`config.mk`:
```
export PLATFORM = sky130hd
export DESIGN_NAME = mult_stream_sched_flat
export DESIGN_NICKNAME = d
export VERILOG_FILES = /design/src/rtl/mult_stream_sched_if.sv /design/src/rtl/mult_stream_sched.sv /design/src/flat_wrapper.sv
export SDC_FILE = /design/constraint.sdc
export NUM_CORES = 1
export LEC_CHECK = 0
export ABC_AREA = 1
export CORE_MARGIN = 5
export CORE_UTILIZATION = 39
export CTS_CLUSTER_SIZE = 16
export DETAILED_ROUTE_END_ITERATION = 8
export PLACE_DENSITY = 0.83
export SYNTH_ARGS = -nofsm -noshare
export SYNTH_HDL_FRONTEND = slang
export SYNTH_SLANG_ARGS = --single-unit
```
`constraint.sdc`:
```
create_clock -name clk -period 1.4 [get_ports clk]
set_input_delay 0.28 -clock clk [delete_from_list [all_inputs] [get_ports clk]]
set_output_delay 0.28 -clock clk [all_outputs]
set_load 0.01 [all_outputs]
```
`src/rtl/mult_stream_sched_if.sv`:
```
// rtl/mult_stream_sched_if.sv - requester, response and multiplier signals of the scheduler
interface mult_stream_sched_if;
    logic        req0_valid;
    logic [23:0] req0_a;
    logic [23:0] req0_b;
    logic        req0_ready;
    logic        req1_valid;
    logic [23:0] req1_a;
    logic [23:0] req1_b;
    logic        req1_ready;
    logic        rsp_valid;
    logic        rsp_ready;
    logic        rsp_id;
    logic [47:0] rsp_product;
    logic [7:0]  mult_data;
    logic        mult_ena;
    logic [47:0] mult_product;

    modport slave (
        input  req0_valid, req0_a, req0_b,
        output req0_ready,
        input  req1_valid, req1_a, req1_b,
        output req1_ready,
        output rsp_valid, rsp_id, rsp_product,
        input  rsp_ready,
        output mult_data, mult_ena,
        input  mult_product
    );

    modport master (
        output req0_valid, req0_a, req0_b,
        input  req0_ready,
        output req1_valid, req1_a, req1_b,
        input  req1_ready,
        input  rsp_valid, rsp_id, rsp_product,
        output rsp_ready,
        input  mult_data, mult_ena,
        output mult_product
    );
endinterface

```
`src/rtl/mult_stream_sched.sv`:
```
// rtl/mult_stream_sched.sv - round-robin sharing of one byte-serial 24x24 multiplier
module mult_stream_sched #(
    parameter int MULT_LAT = 1
) (
    input  logic                clk,
    input  logic                rst,
    mult_stream_sched_if.slave  bus
);
    typedef enum logic [1:0] {IDLE, SEND, WAIT, RESP} state_t;

    localparam logic [2:0] LAT_LAST  = 3'(MULT_LAT - 1);
    localparam logic [2:0] BEAT_LAST = 3'd5;

    state_t      state, state_nxt;
    logic [2:0]  beat_cnt;
    logic [2:0]  lat_cnt;
    logic        last_grant;
    logic [23:0] a_q, b_q;
    logic        id_q;
    logic [47:0] prod_q;
    logic        grant0, grant1;
    logic        ena;
    logic [7:0]  data;

    always_ff @(posedge clk) begin
        if (rst) begin
            state      <= IDLE;
            beat_cnt   <= 3'd0;
            lat_cnt    <= 3'd0;
            last_grant <= 1'b1;
            a_q        <= 24'd0;
            b_q        <= 24'd0;
            id_q       <= 1'b0;
            prod_q     <= 48'd0;
        end else begin
            state <= state_nxt;
            if (grant0 || grant1) begin
                a_q        <= grant1 ? bus.req1_a : bus.req0_a;
                b_q        <= grant1 ? bus.req1_b : bus.req0_b;
                id_q       <= grant1;
                last_grant <= grant1;
            end
            if (state == SEND) begin
                beat_cnt <= (beat_cnt == BEAT_LAST) ? 3'd0 : beat_cnt + 3'd1;
            end
            if (state == WAIT) begin
                if (lat_cnt == LAT_LAST) begin
                    lat_cnt <= 3'd0;
                    prod_q  <= bus.mult_product;
                end else begin
                    lat_cnt <= lat_cnt + 3'd1;
                end
            end
        end
    end

    always_comb begin
        state_nxt = state;
        grant0    = 1'b0;
        grant1    = 1'b0;
        ena       = 1'b0;
        data      = 8'h00;
        unique case (state)
            IDLE: begin
                // On contention the requester that did not win last time is served.
                if (bus.req0_valid && (!bus.req1_valid || last_grant)) begin
                    grant0 = 1'b1;
                end else if (bus.req1_valid) begin
                    grant1 = 1'b1;
                end
                if (grant0 || grant1) state_nxt = SEND;
            end
            SEND: begin
                ena = 1'b1;
                unique case (beat_cnt)
                    3'd0:    data = a_q[23:16];
                    3'd1:    data = a_q[15:8];
                    3'd2:    data = a_q[7:0];
                    3'd3:    data = b_q[23:16];
                    3'd4:    data = b_q[15:8];
                    3'd5:    data = b_q[7:0];
                    default: data = 8'h00;
                endcase
                if (beat_cnt == BEAT_LAST) state_nxt = WAIT;
            end
            WAIT: begin
                if (lat_cnt == LAT_LAST) state_nxt = RESP;
            end
            RESP: begin
                if (bus.rsp_ready) state_nxt = IDLE;
            end
            default: state_nxt = IDLE;
        endcase
    end

    assign bus.req0_ready  = grant0;
    assign bus.req1_ready  = grant1;
    assign bus.mult_ena    = ena;
    assign bus.mult_data   = data;
    assign bus.rsp_valid   = (state == RESP);
    assign bus.rsp_id      = id_q;
    assign bus.rsp_product = prod_q;
endmodule

```
`src/flat_wrapper.sv`:
```
// flat-port wrapper written by rule: the top's interface ports become plain ports
module mult_stream_sched_flat 
#(
    parameter int MULT_LAT = 1
)
  (clk, rst, bus_req0_valid, bus_req0_a, bus_req0_b, bus_req0_ready, bus_req1_valid, bus_req1_a, bus_req1_b, bus_req1_ready, bus_rsp_valid, bus_rsp_id, bus_rsp_product, bus_rsp_ready, bus_mult_data, bus_mult_ena, bus_mult_product);
  mult_stream_sched_if bus_i ();
  input  logic clk;
  input  logic rst;
  input wire logic [$bits(bus_i.req0_valid)-1:0] bus_req0_valid;
  input wire logic [$bits(bus_i.req0_a)-1:0] bus_req0_a;
  input wire logic [$bits(bus_i.req0_b)-1:0] bus_req0_b;
  output wire logic [$bits(bus_i.req0_ready)-1:0] bus_req0_ready;
  input wire logic [$bits(bus_i.req1_valid)-1:0] bus_req1_valid;
  input wire logic [$bits(bus_i.req1_a)-1:0] bus_req1_a;
  input wire logic [$bits(bus_i.req1_b)-1:0] bus_req1_b;
  output wire logic [$bits(bus_i.req1_ready)-1:0] bus_req1_ready;
  output wire logic [$bits(bus_i.rsp_valid)-1:0] bus_rsp_valid;
  output wire logic [$bits(bus_i.rsp_id)-1:0] bus_rsp_id;
  output wire logic [$bits(bus_i.rsp_product)-1:0] bus_rsp_product;
  input wire logic [$bits(bus_i.rsp_ready)-1:0] bus_rsp_ready;
  output wire logic [$bits(bus_i.mult_data)-1:0] bus_mult_data;
  output wire logic [$bits(bus_i.mult_ena)-1:0] bus_mult_ena;
  input wire logic [$bits(bus_i.mult_product)-1:0] bus_mult_product;
  assign bus_i.req0_valid = bus_req0_valid;
  assign bus_i.req0_a = bus_req0_a;
  assign bus_i.req0_b = bus_req0_b;
  assign bus_req0_ready = bus_i.req0_ready;
  assign bus_i.req1_valid = bus_req1_valid;
  assign bus_i.req1_a = bus_req1_a;
  assign bus_i.req1_b = bus_req1_b;
  assign bus_req1_ready = bus_i.req1_ready;
  assign bus_rsp_valid = bus_i.rsp_valid;
  assign bus_rsp_id = bus_i.rsp_id;
  assign bus_rsp_product = bus_i.rsp_product;
  assign bus_i.rsp_ready = bus_rsp_ready;
  assign bus_mult_data = bus_i.mult_data;
  assign bus_mult_ena = bus_i.mult_ena;
  assign bus_i.mult_product = bus_mult_product;
  mult_stream_sched #(.MULT_LAT(MULT_LAT)) u_core (.clk(clk), .rst(rst), .bus(bus_i));
endmodule
```
==> out/qor.csv, run 1 <==
stage,metric,value,unit
global_routing,grt ovf,0,
clock_tree,clock slew at reported path FFs,0.08,ns
cells_and_area,antenna diode count,0,
cells_and_area,layout cell share with drive strength beyond 1,47.05,%
outcome,status,"finished, violations left",
detailed_routing,DRT Pass-1 Iters,5,
worst_setup_path,r2r worst-path depth,13,
cells_and_area,FF+latch area,2133,µm²
power,Power Dens Cells,1842,nW/µm²
cells_and_area,Fill cells,606,
clock_tree,Clock Sinks,106,
global_routing,initial antenna violation count,0,
global_routing,vias in the first global route,7135,
worst_setup_path,crit path kind,reg2out,
sta,Tmin final,2.080,ns
clock_tree,clk_lat worst skew,0.35,ns
sta,Final Hold Slack,0.3279,ns
floorplan,core area,13090,µm²
sta,Final Worst Setup Slack,-0.6802,ns
floorplan,Die ar.,15550,µm²
detailed_routing,via-per-instance ratio,5.697,
sta,Final period util,148.6,%
floorplan,die width,124.7,µm
floorplan,Initial Util,39.21,%
logic_synthesis,"Cell Area, Synth",5131,µm²
job,maximum capacitance violations,0,
detailed_routing,Via Count,7190,
sta,RSZ-0062 raised after global routing,yes,
logic_synthesis,Syn Inst Count,794,
sta,Slew headroom,74.56,%
logic_synthesis,Post-Syn Nets,951,
sta,count of final max-slew check failures,0,
worst_setup_path,CP max-delay cell,dfxtp_4,
sta,Final Skew,0.006258,ns
logic_synthesis,Synth cell types,24,
detailed_routing,initial drt markers,766,
placed_design,post-place instance area,7707,µm²
worst_setup_path,Setup crit start kind,flip-flop,
clock_tree,CTS buffer count,9,
worst_setup_path,"Max FO, Critical Path",8,
cells_and_area,Final Cell Area,11210,µm²
worst_setup_path,"Cell Chain, Critical Path",inv_1 -> nand3_2 -> nor2_1 -> a21oi_1 -> a21oi_2 -> buf_2,
cells_and_area,Layout area overhead,118.5,%
placed_design,dpl hpwl,12610,µm
logic_synthesis,Yosys warnings,0,
floorplan,die height,124.7,µm
worst_setup_path,CP endpoint kind,primary output,
worst_setup_path,CP max stage delay,0.38,ns
clock_tree,Clock Path Buffers,2,
clock_tree,CTS tree,yes,
detailed_routing,post-DR wirelength/cell,24.11,µm
global_routing,largest net degree at the start of global routing,53,
placed_design,Placer Congestion,0.9932,
logic_synthesis,synthesized flop and latch total,106,
power,Leak,5.054,nW
detailed_routing,Post-Route WL,30430,µm
sta,final setup violating endpoints,113,
worst_setup_path,Worst EP required,1.12,ns
sta,Final Hold Vio Count,0,
min_path,WHS Path Cells,3,
sta,Max Fclk,480.7,MHz
power,Worst VDD drop,0.8924,mV
cells_and_area,Multi-input gate area,4350,µm²
logic_synthesis,Syn Area/Cell,6.462,µm²
outcome,failing checks,negative setup slack,
worst_setup_path,WP data arrival,1.80,ns
floorplan,IO Pins,210,
clock_tree,H-tree depth,3,
cells_and_area,Nets,1238,
clock_tree,root buf cell,clkbuf_16,
detailed_routing,DRC Markers,0,
floorplan,row count,42,
global_routing,global-route wire length before repair,39190,µm
logic_synthesis,sequential area share after synthesis,41.36,%
placed_design,Buffers on Ports,209,
detailed_routing,Final ANT Viol Nets,0,
global_routing,gr usage total,31.78,%
min_path,Hold Crit Class,in2reg,
sta,Worst Tran Pin Value,0.3811,ns
==> placed cells by master (no fill, tap or decap), types with 10 or more instances in the layout <==
master           synthesis  final
dlygate4sd2_1            0     50
clkdlybuf4s50_1          0    146
nand2_1                226     95
buf_12                   0     38
nor2_4                   0     29
dfxtp_1                106    101
inv_1                   88     61
buf_16                   0     17
a21oi_1                 84     20
nand3_4                  0     23
inv_2                    4     27
nand3_1                114     51
a21oi_2                  0     60
nor2_1                  82     30
nand2_2                  0     44
nand2_4                  0     87
buf_4                    5     41
nand3_2                  1     41
clkbuf_16                0     10
nor2_2                   0     23
buf_6                    0     25
==> repair_timing <==
action                                  CTS  global route
pin swaps                                78            94
resized for setup                       408           316
endpoints found under the setup margin  164           114
hold buffers                              0             0
setup buffers                            36            26
cloned                                   34             1
==> synthesized netlist by cell type <==
cell,number,area (µm²)
nor3_1,1,5.000
clkbuf_2,1,5.000
o21ai_2,1,8.760
nor2_1,82,307.8
nand4_1,4,25.02
or2_2,1,6.260
buf_1,1,3.750
buf_4,5,37.54
buf_2,24,120.1
o21ai_0,17,85.08
a211oi_1,1,7.510
dfxtp_1,106,2122
nand3_2,1,10.01
inv_1,88,330.3
clkinv_1,1,3.750
o21ai_1,2,10.01
nand2_1,226,848.3
o211ai_1,1,7.510
nand3_1,114,570.6
ha_1,8,100.1
inv_2,4,15.01
clkbuf_1,20,75.07
o22ai_1,1,6.260
a21oi_1,84,420.4
==> routing by layer <==
layer  up-vias  GRT usage, %  wire length, µm
met5         -             0                0
met4         0         18.96             2486
met3       186         6.990             2935
met2       537         57.63            14680
met1      3378         33.41            10320
li1       3089             -                -
==> sequential cells by signal (all words and copies together) (netlist names) <==
signal	count
u_core.a_q	24
u_core.state	2
u_core.lat_cnt	3
u_core.bus.rsp_id	1
u_core.beat_cnt	3
u_core.last_grant	1
u_core.b_q	24
u_core.bus.rsp_product	48
==> worst max-delay path: cells and delay by family, from the launching register on <==
kind            cells  cell delay, ns
compound gates      2            0.33
buf+inv             2            0.28
flops               1            0.38
simple gates        2            0.46
==> kinds of logic (layout without fill, tap and decap cells) <==
logic type               Yosys count  count (layout)  synth area share [%]
adder cells (fa/ha/maj)            8               8                 1.951
AO/OA/AOI/OAI                    107             107                 10.63
flip-flops                       106             106                 41.36
AND/OR/NAND/NOR                  429             429                 34.55
buffers and inverters            144             436                 11.51
==> power breakdown <==
group / total, mW / internal, mW / leakage, nW / switching (mW)
Sequential: 4.91 / 3.94 / 0.874 / 0.963
Clock: 2.64 / 1.40 / 0.139 / 1.24
Combinational: 13.1 / 6.33 / 4.04 / 6.79
==> cell type report <==
cell class	count	share of cell area (%)
multi-input cells	544	38.80
repair buffers	327	34.13
flip-flops and latches	106	19.02
inverters	93	3.437
clock buffers	10	2.042
well taps	176	1.964
clock inverters	6	0.6025
==> per-stage QoR <==
stage                     cells  setup TNS, ns  util, %  total power [mW]  setup slack, ns
after floorplan             794        -0.2832        -             7.842         -0.01459
after global placement     1176         -29.21    58.90             10.47          -0.6219
after detailed placement   1176         -31.02    58.90             10.55          -0.6289
after CTS                  1261         -19.77    78.62             18.12          -0.4775
after global routing       1262         -34.42    85.70             21.26          -0.7331
final                      1262         -28.54    85.70             20.66          -0.6802
==> worst paths after layout <==
path                             startpoint  slack [ns]                         to
setup / recovery         u_core.beat_cnt[0]       -0.68           bus_mult_data[1]
hold / removal                          rst        0.33          u_core.last_grant
setup reg to reg            u_core.state[0]       -0.40             u_core.a_q[18]
hold reg to reg   u_core.bus.rsp_product[8]        0.47  u_core.bus.rsp_product[8]
No activity file was read; power rests on OpenSTA's default activity.
==> run 2, diff against run 1 <==
--- a/config.mk
+++ b/config.mk
@@ -6,7 +6,7 @@
 export NUM_CORES = 1
 export LEC_CHECK = 0
 export ABC_AREA = 1
-export CORE_MARGIN = 5
+export CORE_MARGIN = 3
 export CORE_UTILIZATION = 39
 export CTS_CLUSTER_SIZE = 16
 export DETAILED_ROUTE_END_ITERATION = 8
==> run 2 against run 1 <==
  * The run still ends with negative setup slack left
  * Global-route usage grew 1.5 points
  * Sequential share of layout area grew 0.10 points
  * Fmax shrank 2.0%
  * First-iteration DRC count grew 2.1%
  * Clock skew grew 0.0023 ns
  * Hold slack gained 0.042 ns
  * Largest power group unchanged
==> out/qor.csv, run 2 (synthesis results as in run 1) <==
stage,metric,value,unit,change
global_routing,initial antenna violation count,1,,was 0
worst_setup_path,Setup crit start,u_core.beat_cnt[1],,was u_core.beat_cnt[0]
cells_and_area,layout cell share with drive strength beyond 1,47.60,%,was 47.05%
sta,Slew headroom,75.01,%,was 74.56%
sta,Final Hold Vio Count,0,,unchanged
power,Reg power frac,24.2,%,was 23.8%
cells_and_area,Fill cells,562,,was 606
power,internal power,11.43,mW,was 11.67 mW
detailed_routing,DRT Pass-1 Iters,6,,was 5
floorplan,die height,120.7,µm,was 124.7 µm
placed_design,Placer Congestion,0.9767,,was 0.9932
outcome,status,"finished, violations left",,unchanged
detailed_routing,post-DR wirelength/cell,24.22,µm,was 24.11 µm
power,switching pwr,8.968,mW,was 8.993 mW
placed_design,pre-CTS WS,-0.6711,ns,was -0.6289 ns
detailed_routing,via-per-instance ratio,5.760,,was 5.697
worst_setup_path,"Max FO, Critical Path",7,,was 8
worst_setup_path,worst r2r src,u_core.state[1],,was u_core.state[0]
job,maximum capacitance violations,0,,unchanged
floorplan,IO Pins,210,,unchanged
floorplan,core area,12720,µm²,was 13090 µm²
power,total power,20.40,mW,was 20.66 mW
cells_and_area,"leading cell types in the layout, fill and taps excluded","clkdlybuf4s50_1, nand2_1, dfxtp_1",,"was clkdlybuf4s50_1, dfxtp_1, nand2_1"
global_routing,grt ovf,0,,unchanged
cells_and_area,fin util,87.78,%,was 85.70%
detailed_routing,Via Count,7235,,was 7190
detailed_routing,DRC Markers,0,,unchanged
power,Leak,4.923,nW,was 5.054 nW
clock_tree,clock slew at reported path FFs,0.07,ns,was 0.08 ns
clock_tree,Clock Sinks,106,,unchanged
worst_setup_path,reg2reg end,u_core.b_q[12],,was u_core.a_q[18]
detailed_routing,Final ANT Viol Nets,0,,unchanged
sta,Final Skew,0.008586,ns,was 0.006258 ns
global_routing,largest net degree at the start of global routing,49,,was 53
worst_setup_path,crit path kind,reg2out,,unchanged
worst_setup_path,r2r worst-path depth,12,,was 13
cells_and_area,Final Cell Area,11170,µm²,was 11210 µm²
detailed_routing,initial drt markers,782,,was 766
power,sw frac,43.96,%,was 43.53%
floorplan,die width,120.7,µm,was 124.7 µm
sta,Final Hold Slack,0.3699,ns,was 0.3279 ns
worst_setup_path,CP endpoint kind,primary output,,unchanged
clock_tree,root buf cell,clkbuf_16,,unchanged
cells_and_area,Layout area overhead,117.6,%,was 118.5%
detailed_routing,Post-Route WL,30420,µm,was 30430 µm
sta,setup_tns,-26.89,ns,was -28.54 ns
floorplan,Die ar.,14570,µm²,was 15550 µm²
outcome,failing checks,negative setup slack,,unchanged
clock_tree,clk_lat worst skew,0.35,ns,about the same
global_routing,vias in the first global route,7046,,was 7135
global_routing,gr usage total,33.29,%,was 31.78%
sta,RSZ-0062 raised after global routing,yes,,unchanged
worst_setup_path,WP data arrival,1.84,ns,was 1.80 ns
clock_tree,CTS buffer count,9,,unchanged
placed_design,post-place instance area,7732,µm²,was 7707 µm²
cells_and_area,antenna diode count,0,,unchanged
power,Worst VDD drop,1.150,mV,was 0.8924 mV
cells_and_area,fin cells,1256,,was 1262
worst_setup_path,Setup crit start kind,flip-flop,,unchanged
placed_design,Buffers on Ports,209,,unchanged
placed_design,dpl hpwl,12460,µm,was 12610 µm
clock_tree,H-tree depth,3,,unchanged
power,Clock Power Share,13.4,%,was 12.8%
cells_and_area,Nets,1236,,was 1238
sta,Tmin final,2.123,ns,was 2.080 ns
placed_design,dpl cells,1173,,was 1176
sta,Max Fclk,471.0,MHz,was 480.7 MHz
floorplan,row count,41,,was 42
power,Power Dens Cells,1827,nW/µm²,was 1842 nW/µm²
cells_and_area,number of flip-flops under the largest register name,48,,unchanged
sta,count of final max-slew check failures,0,,unchanged
power,Comb power frac,62.4,%,was 63.5%
min_path,Hold Crit Class,in2reg,,unchanged
worst_setup_path,crit path to,bus_mult_data[4],,was bus_mult_data[1]
worst_setup_path,r2r setup slk,-0.46,ns,was -0.40 ns
sta,Final Worst Setup Slack,-0.7231,ns,was -0.6802 ns
clock_tree,Clock Path Buffers,2,,unchanged
cells_and_area,"most common cell after layout, fill and taps aside",clkdlybuf4s50_1,,unchanged
worst_setup_path,Worst EP required,1.12,ns,about the same
sta,Final period util,151.6,%,was 148.6%
sta,Worst Tran Pin Value,0.3748,ns,was 0.3811 ns
sta,final setup violating endpoints,113,,unchanged
floorplan,Initial Util,40.33,%,was 39.21%
global_routing,global-route wire length before repair,37650,µm,was 39190 µm
clock_tree,CTS tree,yes,,unchanged
run 2: cell types whose count changed in the layout (fill, tap and decap cells not counted), moves of 3 or more:
| cell | previous run | this run |
|---|---|---|
| a21oi_4 | 4 | 1 |
| inv_1 | 61 | 69 |
| nand3_2 | 41 | 66 |
| nand2_4 | 87 | 74 |
| inv_2 | 27 | 16 |
| nand2_1 | 95 | 106 |
| a21oi_1 | 20 | 23 |
| buf_8 | 4 | 11 |
| buf_12 | 38 | 25 |
| nand3_1 | 51 | 27 |
| buf_2 | 5 | 9 |
| clkbuf_16 | 10 | 13 |
run 2: routing by layer:
layer | vias up | global-route usage (%) | wire length [µm]
met2 | 560 | 58.71 | 14700
met3 | 191 | 9.775 | 3120
met1 | 3388 | 34.64 | 10320
li1 | 3094 | - | -
met4 | 2 | 20.47 | 2268
met5 | - | 0 | 13
run 2: power groups by stage:
stage / Combinational (mW) / Sequential, mW / Clock, mW
after floorplan: 3.36 / 4.48 / 0
after global placement: 6.05 / 4.47 / 0
after detailed placement: 6.15 / 4.50 / 0
after CTS: 10.2 / 4.59 / 2.67
after global routing: 13.2 / 4.97 / 2.83
final: 12.7 / 4.94 / 2.73
run 2: how the worst min path moves through the flow:
| stage | start | endpoint | slack [ns] | depth (start not counted) |
|---|---|---|---|---|
| floorplan | bus_mult_product[0] | u_core.bus.rsp_product[0] | 0.42 | 2 |
| global placement | u_core.bus.rsp_product[14] | u_core.bus.rsp_product[14] | 0.45 | 2 |
| detailed placement | u_core.bus.rsp_product[22] | u_core.bus.rsp_product[22] | 0.45 | 2 |
| CTS | rst | u_core.beat_cnt[2] | 0.31 | 2 |
| global route | rst | u_core.beat_cnt[2] | 0.39 | 2 |
| finish | rst | u_core.beat_cnt[2] | 0.37 | 2 |
run 2: worst max-delay path, stage by stage, from the launching register on:
cell,delay (ns)
dfxtp_4,0.39
inv_2,0.12
buf_4,0.16
nand4_1,0.23
o21ai_2,0.23
nor2_2,0.07
a21oi_2,0.15
buf_2,0.15
run 2: timing repair:
item,4_1_cts,5_1_grt
hold buffers,0,0
buffers inserted,29,22
cloned,29,5
setup endpoints to repair,162,116
pin swaps,113,107
resized for setup,402,327
run 2: final cells by class:
| cell class | instances | area [µm²] | area share (%) |
|---|---|---|---|
| Tap cell | 172 | 215.2 | 1.927 |
| Sequential cell | 106 | 2136 | 19.13 |
| Timing Repair inverter | 1 | 16.27 | 0.1457 |
| Clock inverter | 5 | 62.56 | 0.5602 |
| Inverter | 93 | 394.1 | 3.529 |
| Clock buffer | 11 | 252.7 | 2.263 |
| Timing Repair Buffer | 324 | 3716 | 33.28 |
| Multi-Input combinational cell | 544 | 4374 | 39.17 |
